==> src/rtl/blackboxed_regfile_pkg.sv <==
// Shared types and the byte-lane merge rule for the multi-port register file.
package regfile_pkg;

   typedef enum logic [1:0] {IDLE, CLEAR, DONE} clr_state_t;

   localparam int LANE_W = 8;

   // An invalid entry contributes zero to lanes that are not being written.
   function automatic logic [LANE_W-1:0] lane_merge(input logic [LANE_W-1:0] old_lane,
                                                   input logic [LANE_W-1:0] new_lane,
                                                   input logic              mask,
                                                   input logic              valid);
      if (mask) return new_lane;
      if (valid) return old_lane;
      return '0;
   endfunction

endpackage

==> src/rtl/blackboxed_regfile_if.sv <==
// Write, read and clear signals of the register file, grouped for port passing.
interface blackboxed_regfile_if #(
   parameter int WIDTH    = 64,
   parameter int IDXWIDTH = 5,
   parameter int NREAD    = 2
);
   logic                      w_en;
   logic                      w_ready;
   logic [IDXWIDTH-1:0]       w_idx;
   logic [WIDTH-1:0]          w_data;
   logic [WIDTH/8-1:0]        w_mask;
   logic [NREAD*IDXWIDTH-1:0] r_idx;
   logic [NREAD*WIDTH-1:0]    r_data;
   logic [NREAD-1:0]          r_valid;
   logic                      clr_req;
   logic                      clr_busy;
   logic                      clr_done;

   modport master (
      output w_en, w_idx, w_data, w_mask, r_idx, clr_req,
      input  w_ready, r_data, r_valid, clr_busy, clr_done
   );

   modport slave (
      input  w_en, w_idx, w_data, w_mask, r_idx, clr_req,
      output w_ready, r_data, r_valid, clr_busy, clr_done
   );
endinterface

==> src/rtl/blackboxed_regfile_clear_fsm.sv <==
// Sequential clear engine: walks the array one entry per cycle, then pulses done.
//   state | meaning
//   IDLE  | waiting for clr_req
//   CLEAR | zeroing entry ptr this cycle, ptr advances
//   DONE  | one-cycle clr_done pulse, back to IDLE
module regfile_clear_fsm
   import regfile_pkg::*;
#(
   parameter int NREGS    = 32,
   parameter int IDXWIDTH = 5
) (
   input  logic                clk,
   input  logic                reset,
   input  logic                clr_req,
   output logic                clr_busy,
   output logic                clr_done,
   output logic                clr_wr,
   output logic [IDXWIDTH-1:0] clr_idx
);

   localparam logic [IDXWIDTH-1:0] LAST = IDXWIDTH'(NREGS - 1);

   clr_state_t          state, state_nx;
   logic [IDXWIDTH-1:0] ptr, ptr_nx;

   always_ff @(posedge clk or posedge reset) begin
      if (reset) begin
         state <= IDLE;
         ptr   <= '0;
      end else begin
         state <= state_nx;
         ptr   <= ptr_nx;
      end
   end

   always_comb begin
      state_nx = state;
      ptr_nx   = ptr;
      clr_busy = 1'b0;
      clr_done = 1'b0;
      clr_wr   = 1'b0;
      case (state)
         IDLE: begin
            if (clr_req) begin
               state_nx = CLEAR;
               ptr_nx   = '0;
            end
         end
         CLEAR: begin
            clr_busy = 1'b1;
            clr_wr   = 1'b1;
            ptr_nx   = ptr + IDXWIDTH'(1);
            if (ptr == LAST) state_nx = DONE;
         end
         DONE: begin
            clr_done = 1'b1;
            state_nx = IDLE;
         end
         default: state_nx = IDLE;
      endcase
   end

   assign clr_idx = ptr;

endmodule

==> src/rtl/blackboxed_regfile.sv <==
// Multi-read-port register file with byte-masked writes, valid bits, optional
// write-to-read bypass and a one-entry-per-cycle clear engine.
module blackboxed_regfile
   import regfile_pkg::*;
#(
   parameter int NREGS    = 32,
   parameter int WIDTH    = 64,
   parameter int IDXWIDTH = 5,
   parameter int NREAD    = 2,
   parameter int BYPASS   = 0
) (
   input logic                  clk,
   input logic                  reset,
   blackboxed_regfile_if.slave  bus
);

   localparam int                NLANES  = WIDTH / 8;
   localparam logic [IDXWIDTH:0] NREGS_X = (IDXWIDTH + 1)'(NREGS);

   logic [WIDTH-1:0]    mem [NREGS];
   logic [NREGS-1:0]    valid;

   logic                clr_busy, clr_done, clr_wr;
   logic [IDXWIDTH-1:0] clr_idx;

   logic                w_in, w_acc, w_old_valid;
   logic [WIDTH-1:0]    w_old, w_merged;

   regfile_clear_fsm #(.NREGS(NREGS), .IDXWIDTH(IDXWIDTH)) u_clear (
      .clk      (clk),
      .reset    (reset),
      .clr_req  (bus.clr_req),
      .clr_busy (clr_busy),
      .clr_done (clr_done),
      .clr_wr   (clr_wr),
      .clr_idx  (clr_idx)
   );

   assign bus.w_ready  = !clr_busy;
   assign bus.clr_busy = clr_busy;
   assign bus.clr_done = clr_done;

   // Out-of-range writes still handshake but never touch the array.
   assign w_in        = {1'b0, bus.w_idx} < NREGS_X;
   assign w_acc       = bus.w_en && !clr_busy && w_in;
   assign w_old_valid = w_in ? valid[bus.w_idx] : 1'b0;
   assign w_old       = w_in ? mem[bus.w_idx] : '0;

   for (genvar k = 0; k < NLANES; k++) begin : g_lane
      assign w_merged[8*k +: 8] = lane_merge(w_old[8*k +: 8], bus.w_data[8*k +: 8],
                                             bus.w_mask[k], w_old_valid);
   end

   // Data storage has no reset; valid bits gate every read.
   always_ff @(posedge clk) begin
      if (clr_wr)     mem[clr_idx]   <= '0;
      else if (w_acc) mem[bus.w_idx] <= w_merged;
   end

   always_ff @(posedge clk or posedge reset) begin
      if (reset)      valid          <= '0;
      else if (clr_wr) valid[clr_idx] <= 1'b0;
      else if (w_acc) valid[bus.w_idx] <= 1'b1;
   end

   for (genvar p = 0; p < NREAD; p++) begin : g_rd
      logic [IDXWIDTH-1:0] idx;
      logic                in_rng, hit, rv;
      logic [WIDTH-1:0]    rd;

      assign idx    = bus.r_idx[p*IDXWIDTH +: IDXWIDTH];
      assign in_rng = {1'b0, idx} < NREGS_X;
      assign hit    = (BYPASS != 0) && w_acc && (bus.w_idx == idx);

      always_comb begin
         rv = 1'b0;
         rd = '0;
         if (hit) begin
            rv = 1'b1;
            rd = w_merged;
         end else if (in_rng && valid[idx]) begin
            rv = 1'b1;
            rd = mem[idx];
         end
      end

      assign bus.r_valid[p]              = rv;
      assign bus.r_data[p*WIDTH +: WIDTH] = rd;
   end

endmodule

==> src/flat_wrapper.sv <==
// flat-port wrapper written by rule: the top's interface ports become plain ports
module blackboxed_regfile_flat import regfile_pkg::*;
#(
   parameter int NREGS    = 32,
   parameter int WIDTH    = 64,
   parameter int IDXWIDTH = 5,
   parameter int NREAD    = 2,
   parameter int BYPASS   = 0
)
  (clk, reset, bus_w_en, bus_w_idx, bus_w_data, bus_w_mask, bus_r_idx, bus_clr_req, bus_w_ready, bus_r_data, bus_r_valid, bus_clr_busy, bus_clr_done);
  blackboxed_regfile_if #(.WIDTH(WIDTH), .IDXWIDTH(IDXWIDTH), .NREAD(NREAD)) bus_i ();
  input logic clk;
  input logic reset;
  input wire logic [$bits(bus_i.w_en)-1:0] bus_w_en;
  input wire logic [$bits(bus_i.w_idx)-1:0] bus_w_idx;
  input wire logic [$bits(bus_i.w_data)-1:0] bus_w_data;
  input wire logic [$bits(bus_i.w_mask)-1:0] bus_w_mask;
  input wire logic [$bits(bus_i.r_idx)-1:0] bus_r_idx;
  input wire logic [$bits(bus_i.clr_req)-1:0] bus_clr_req;
  output wire logic [$bits(bus_i.w_ready)-1:0] bus_w_ready;
  output wire logic [$bits(bus_i.r_data)-1:0] bus_r_data;
  output wire logic [$bits(bus_i.r_valid)-1:0] bus_r_valid;
  output wire logic [$bits(bus_i.clr_busy)-1:0] bus_clr_busy;
  output wire logic [$bits(bus_i.clr_done)-1:0] bus_clr_done;
  assign bus_i.w_en = bus_w_en;
  assign bus_i.w_idx = bus_w_idx;
  assign bus_i.w_data = bus_w_data;
  assign bus_i.w_mask = bus_w_mask;
  assign bus_i.r_idx = bus_r_idx;
  assign bus_i.clr_req = bus_clr_req;
  assign bus_w_ready = bus_i.w_ready;
  assign bus_r_data = bus_i.r_data;
  assign bus_r_valid = bus_i.r_valid;
  assign bus_clr_busy = bus_i.clr_busy;
  assign bus_clr_done = bus_i.clr_done;
  blackboxed_regfile #(.NREGS(NREGS), .WIDTH(WIDTH), .IDXWIDTH(IDXWIDTH), .NREAD(NREAD), .BYPASS(BYPASS)) u_core (.clk(clk), .reset(reset), .bus(bus_i));
endmodule
==> config.mk <==
export PLATFORM = sky130hd
export DESIGN_NAME = blackboxed_regfile_flat
export DESIGN_NICKNAME = d
export VERILOG_FILES = /design/src/rtl/blackboxed_regfile_pkg.sv /design/src/rtl/blackboxed_regfile_if.sv /design/src/rtl/blackboxed_regfile_clear_fsm.sv /design/src/rtl/blackboxed_regfile.sv /design/src/flat_wrapper.sv
export SDC_FILE = /design/constraint.sdc
export NUM_CORES = 2
export LEC_CHECK = 0
export CORE_UTILIZATION = 28
export DETAILED_ROUTE_END_ITERATION = 10
export PLACE_DENSITY_LB_ADDON = 0.2
export RECOVER_POWER = 100
export SLEW_MARGIN = 15
export SYNTH_ARGS = -nofsm -noshare
export SYNTH_HDL_FRONTEND = slang
export SYNTH_HIERARCHICAL = 1
export SYNTH_SLANG_ARGS = --single-unit
==> constraint.sdc <==
create_clock -name clk -period 4.6 [get_ports clk]
set_input_delay 1.15 -clock clk [delete_from_list [all_inputs] [get_ports clk]]
set_output_delay 1.15 -clock clk [all_outputs]
set_load 0.03 [all_outputs]
======== Word-level counts from Yosys, hierarchy flattened ========
Memory sizes are Yosys's and may differ from the RTL's.
Cells that the tools add are included.
cells by class
  add/subtract/negate cells ............... 1
  $lt $le $gt $ge ......................... 6
  eq/ne operators ......................... 13
  muxes and demuxes ....................... 80
  bitwise logic cells ..................... 3
  reduce and logical (&&, ||, !) cells .... 18
operators by type and width
  cell                   count
  $mux W8                33
  $mux W64               3
  $mux W32               2
  $reduce_or A64 Y1      1
  $and A32 B32 Y32       1
  $not A32 Y32           1
  $or A32 B32 Y32        1
  $mux W1                31
  $lt A5 B6 Y1 const B   4
  $ne A3 B3 Y1 const B   8
  $reduce_and A2 Y1      10
  $bmux W1 S5            3
  $demux W1 S5           2
  $ge A5 B1 Y1 const B   2
  $mux W5                2
  $pmux W5 S2            1
  $add A5 B1 Y5 const B  1
  $eq A5 B5 Y1 const B   1
  $mux W2                2
  $ne A2 B2 Y1 const B   2
  $pmux W2 S2            1
  $reduce_bool A2 Y1     2
  $logic_and A1 B1 Y1    3
  $eq A2 B1 Y1 const B   1
  3 further kinds        3
storage, ports and cells
  bits in registers ....................... 39
  RAM bits ................................ 2048
  input bits .............................. 91
  memories kept ........................... 1
memory list
  memory      words  width  rd ports  clocked after memory_dff  write ports  line                      source
  u_core.mem  32     64     2         0                         1            blackboxed_regfile.sv:20  logic [WIDTH-1:0] mem [NREGS];

======== Longest topological paths before layout ========
  word-level depth ........................ 10
  depth in mapped cells ................... 10
  gate-level depth less buffers ........... 8

======== Cells and area by module ========
Netlist, hierarchy kept.
modules (own cells, without submodules)
  module              times used  cells each  area an instance (µm²)
  blackboxed_regfile  1           4601        98888.6
  regfile_clear_fsm   1           31          351.6

======== Least setup slack after synthesis ========
No wires, ideal clock.
  path kind ............................... in2out
  start point ............................. input bus_r_idx[6]
  end point ............................... output bus_r_data[111]
  arrival ................................. 3219 ps
  path slack .............................. 231 ps
  stages .................................. 8
  cell sequence ........................... buf_2 > buf_2 > clkbuf_1 > buf_1 > mux4_2 > mux4_2 > mux2i_1 > nor2_1
between the ends
  longest elaborated chain between the ends .. 3
  elaborated cells on any way between the ends .. 4
  those cells by class .................... 3 x mux; 1 x memory
RTL lines
  what                           line                      source
  start, declared                flat_wrapper.sv:18        input wire logic [$bits(bus_i.r_idx)-1:0] bus_r_idx;
  $bmux W1 S5                    blackboxed_regfile.sv:81  end else if (in_rng && valid[idx]) begin
  $mux W1 (not written as such)  blackboxed_regfile.sv:81
  $mux W64 (*)                   blackboxed_regfile.sv:81
  end, declared                  flat_wrapper.sv:21        output wire logic [$bits(bus_i.r_data)-1:0] bus_r_data;
Every way passes the cells marked *; elsewhere a longest branch is shown, timed or not. The select of a mux whose other input is x is not followed.

======== Worst setup path after layout ========
  start point ............................. register u_core.u_clear.state[1]
  end point ............................... memory u_core.mem[13][9] (enable)
between the ends
  longest elaborated chain between the ends .. 10
  elaborated cells on any way between the ends .. 20
  those cells by class .................... 1 x eq/ne; 8 x mux; 11 x reduce/logical
RTL lines
  what                                                 line                                source
  start, declared                                      blackboxed_regfile_clear_fsm.sv:23  clr_state_t state, state_nx;
  start signal, assigned                               blackboxed_regfile_clear_fsm.sv:31  state <= state_nx;
  $eq A2 B1 Y1 (*)                                     blackboxed_regfile_clear_fsm.sv:42  case (state)
  $mux W1 (*)                                          blackboxed_regfile_clear_fsm.sv:42
  $logic_not A1 Y1                                     blackboxed_regfile.sv:45            assign w_acc = bus.w_en && !clr_busy && w_in;
  $logic_and A1 B1 Y1                                  blackboxed_regfile.sv:45
  $mux W1                                              blackboxed_regfile.sv:57            else if (w_acc) mem[bus.w_idx] <= w_merged;
  $mux W1                                              blackboxed_regfile.sv:56            if (clr_wr) mem[clr_idx] <= '0;
  $mux W1 (not written as such)                        blackboxed_regfile.sv:57
  $reduce_and A2 Y1 (no line)                          n/a
  $reduce_or A64 Y1 (no line)                          n/a
  $mux W5 (no line) / $mux W8 (equally long branches)  n/a
  end, declared                                        blackboxed_regfile.sv:20
Every way passes the cells marked *; elsewhere a longest branch is shown, timed or not.

==> impl_metrics.py <==
metrics = {
    "run_status": {
        "status": "finished, violations left",
        "violations": "max-capacitance violations, max-slew violations, negative setup slack",
    },
    "placement": {
        "dp_hpwl_um": 239000,
        "dp.cells": 9988,
        "port_buffers": 223,
        "place_congestion": 0.882,
    },
    "worst_setup_path": {
        "cp.arrival_ps": 5360,
        "start_kind": "flip-flop",
        "cp_num_buf_inv": 5,
        "worst-r2r-cell-count": 10,
        "r2r-start": "u_core/u_clear/state[1]",
        "reg2reg_to": "u_core/mem[13][9]",
        "cp_common_cell": "buf_12",
        "slowest_delay_ps": 1420,
        "required_ps": 5200,
        "critPathKind": "reg -> reg",
        "critical_path.endpoint": "u_core/mem[13][9]",
        "rrSetupSlack_ps": -170,
        "crit_chain": "nand2b_2 > inv_2 > clkbuf_1 > nor2_1 > o2111ai_2 > buf_12 > nand3_1 > buf_4 > a21oi_1 > buf_12",
        "critPathTopFamily": "buffers and inverters",
        "crit_fanout": 32,
        "critical_path_cell_count": 10,
        "critPathLaunch": "u_core/u_clear/state[1]",
        "critPathSlowestCell": "clkbuf_1",
        "endpoint_kind": "flip-flop",
    },
    "route": {
        "avgRoutedWirePerCell_um": 35.0,
        "drt-initial-drc-count": 5822,
        "drcViolationCount": 0,
        "firstDrtPassIters": 8,
        "final_antenna_net_count": 0,
        "vias_per_cell": 5.38,
        "vias": 56700,
        "routed_wl_um": 369000,
    },
    "clocking": {
        "cts_made_buffers": 234,
        "cts_sinks": 2087,
        "insertion_delay_ps": 930,
        "cts_tree": "built",
        "cts_hold_buffers": 0,
        "htreeDepth": 4,
        "path_clk_slew_ps": 60,
        "clockRootBuffer": "clkbuf_16",
        "cts_buffer_depth": 4,
    },
    "die": {
        "start_util_pct": 28.1,
        "pin_count": 224,
        "die_y_um": 597,
        "chipWidth_um": 597,
        "rows": 218,
        "die-area_um2": 357000,
        "core_um2": 353000,
    },
    "global_routing": {
        "grt_overflow": 0,
        "grt.met3_usage_pct": 3.07,
        "grt_pass1_vias": 59600,
        "grt_pass1_wl_um": 503000,
        "grt.total_usage_pct": 20.3,
        "use_met2_pct": 34.1,
        "met1_usage_pct": 26.9,
        "grt_max_degree": 77,
        "busiest_layer": "met2",
        "antenna_found_initial": 9,
    },
    "pwr": {
        "power.internal_uw": 38200,
        "swShare_pct": 28.3,
        "switching_power_uw": 15100,
        "total_power_uw": 53300,
        "p_comb_share_pct": 20.0,
        "power.leakage_uw": 0.0416,
        "power_frac_seq_pct": 44.4,
        "pwr_density_cell_nw_per_um2": 429,
        "ir_worst_vdd_mv": 0.369,
        "p_clk_share_pct": 35.6,
    },
    "final_layout": {
        "final_common_cell": "edfxtp_1",
        "syn2layout_area_growth_pct": 25.2,
        "nets": 5706,
        "instances_no_fill": 10500,
        "drive_gt1_share_pct": 48.5,
        "num-fill-cells": 32700,
        "fin_util_pct": 35.2,
        "layout_common_cells": "edfxtp_1 (2048), mux4_2 (1302), buf_4 (375)",
    },
    "synth": {
        "synthCells": 4632,
        "async_flop_share_pct": 1.87,
        "synth-edff-count": 2048,
        "synthAdderAreaFrac_pct": 0.0252,
        "ys_seq_area_share_pct": 63.0,
        "muxShareOfSynthArea_pct": 31.0,
        "synthesis.nets": 4725,
        "synthXorXnorAreaFrac_pct": 0,
        "synth_warnings": 6,
        "synth_compound_area_share_pct": 2.85,
        "synth_top_family_by_area": "multiplexers",
        "synth.distinct_cells": 61,
        "synth_ff_type": "edfxtp_1",
        "ys_ff_latch": 2087,
        "synth_area_um2": 99200,
        "avgSynthCellArea_um2": 21.4,
        "synth-simple-area-share_pct": 1.24,
    },
    "timing": {
        "hold_violations": 0,
        "finalCritPeriodShare_pct": 104,
        "slew_headroom_pct": -38.7,
        "drv_slew": 57,
        "fin_setup_tns_ps": -33630,
        "worstMarginPinSlew_ps": 2080,
        "finalSetupViolations": 1071,
        "rsz0062_at_grt": "true",
        "fmax_mhz": 210,
        "fin_hold_ws_ps": 522,
        "finalClockSkew_ps": 73.5,
        "fin_ws_ps": -167,
        "fin_crit_ps": 4770,
    },
    "hold_path": {
        "hp-class": "reg -> reg",
    },
    "run": {
        "cap_violations": 2,
    },
}
per-layer routing:
| layer | wire length, µm | part of all wire [%] |
|---|---|---|
| met2 | 181000 | 49 |
| met4 | 15000 | 4.1 |
| met1 | 150000 | 41 |
| met5 | 13 | 0.0035 |
| met3 | 22900 | 6.2 |
kinds of logic (layout without fill, tap and decap cells):
kind of cell | Yosys count | count (layout)
other | 0 | 4
buffers and inverters | 405 | 1587
adders and majority gates | 2 | 2
AOI/OAI and AO/OA | 417 | 417
DFF | 2087 | 2087
and+or+nand+nor | 275 | 275
muxes | 1446 | 1446
per-stage QoR:
stage	area (µm²)	worst slack [ps]
2_1_floorplan	99200	231
3_3_place_gp	116000	-440
3_5_place_dp	116000	-431
4_1_cts	126000	-82.3
5_1_grt	124000	-117
6_report	124000	-167
worst min-delay path by stage:
stage                              endpoint                    start  slack, ps  depth (start not counted)
floorplan           u_core/u_clear/state[0]  u_core/u_clear/state[1]        450                          1
global placement    u_core/u_clear/state[0]  u_core/u_clear/state[1]        470                          1
detailed placement  u_core/u_clear/state[0]  u_core/u_clear/state[1]        500                          1
CTS                 u_core/u_clear/state[0]  u_core/u_clear/state[1]        510                          1
global route        u_core/u_clear/state[0]  u_core/u_clear/state[1]        520                          1
finish              u_core/u_clear/state[0]  u_core/u_clear/state[1]        520                          1
synth_stat cells (all sizes together) (26+ instances only):
cell       n  area share [%]
nand3     40            0.20
clkbuf   159            0.60
edfxtp  2048              62
dfrtp     39            0.98
o21ai     26            0.21
mux2i    143             1.4
buf      238             1.3
o211a     65            0.66
mux4    1302              30
nor2     175            0.66
a21oi    269             1.4
registers in the layout, indices dropped and copies added, names as in the netlist:
signal / cells
u_core/mem: 2048
u_core/valid: 32
u_core/u_clear/clr_idx: 5
u_core/u_clear/state: 2
final cells by class:
type                            instances  area [µm²]  area share (%)
Sequential cell                      2087       62500            50.3
Multi-Input combinational cell       2140       35600            28.7
Timing Repair Buffer                 1142       12500            10.0
Clock buffer                          286        6090            4.90
Tap cell                             4730        5920            4.76
Clock inverter                        151        1600            1.29
Inverter                                8        30.0          0.0242
Antenna cell                            4        10.0         0.00806
repair_timing:
action,4_1_cts,5_1_grt
endpoints found under the setup margin,111,108
cloned,28,13
gates resized for setup,180,170
setup buffers,58,26
pin swaps,1,21
power groups by stage:
stage	clock [µW]	sequential [µW]	combinational [µW]
detailed placement	0	24000	11000
CTS	19400	23700	11400
floorplan	0	23700	5270
global route	20100	23900	11000
global placement	0	23900	11000
finish	19000	23700	10700
(Power assumes the default switching activity.)
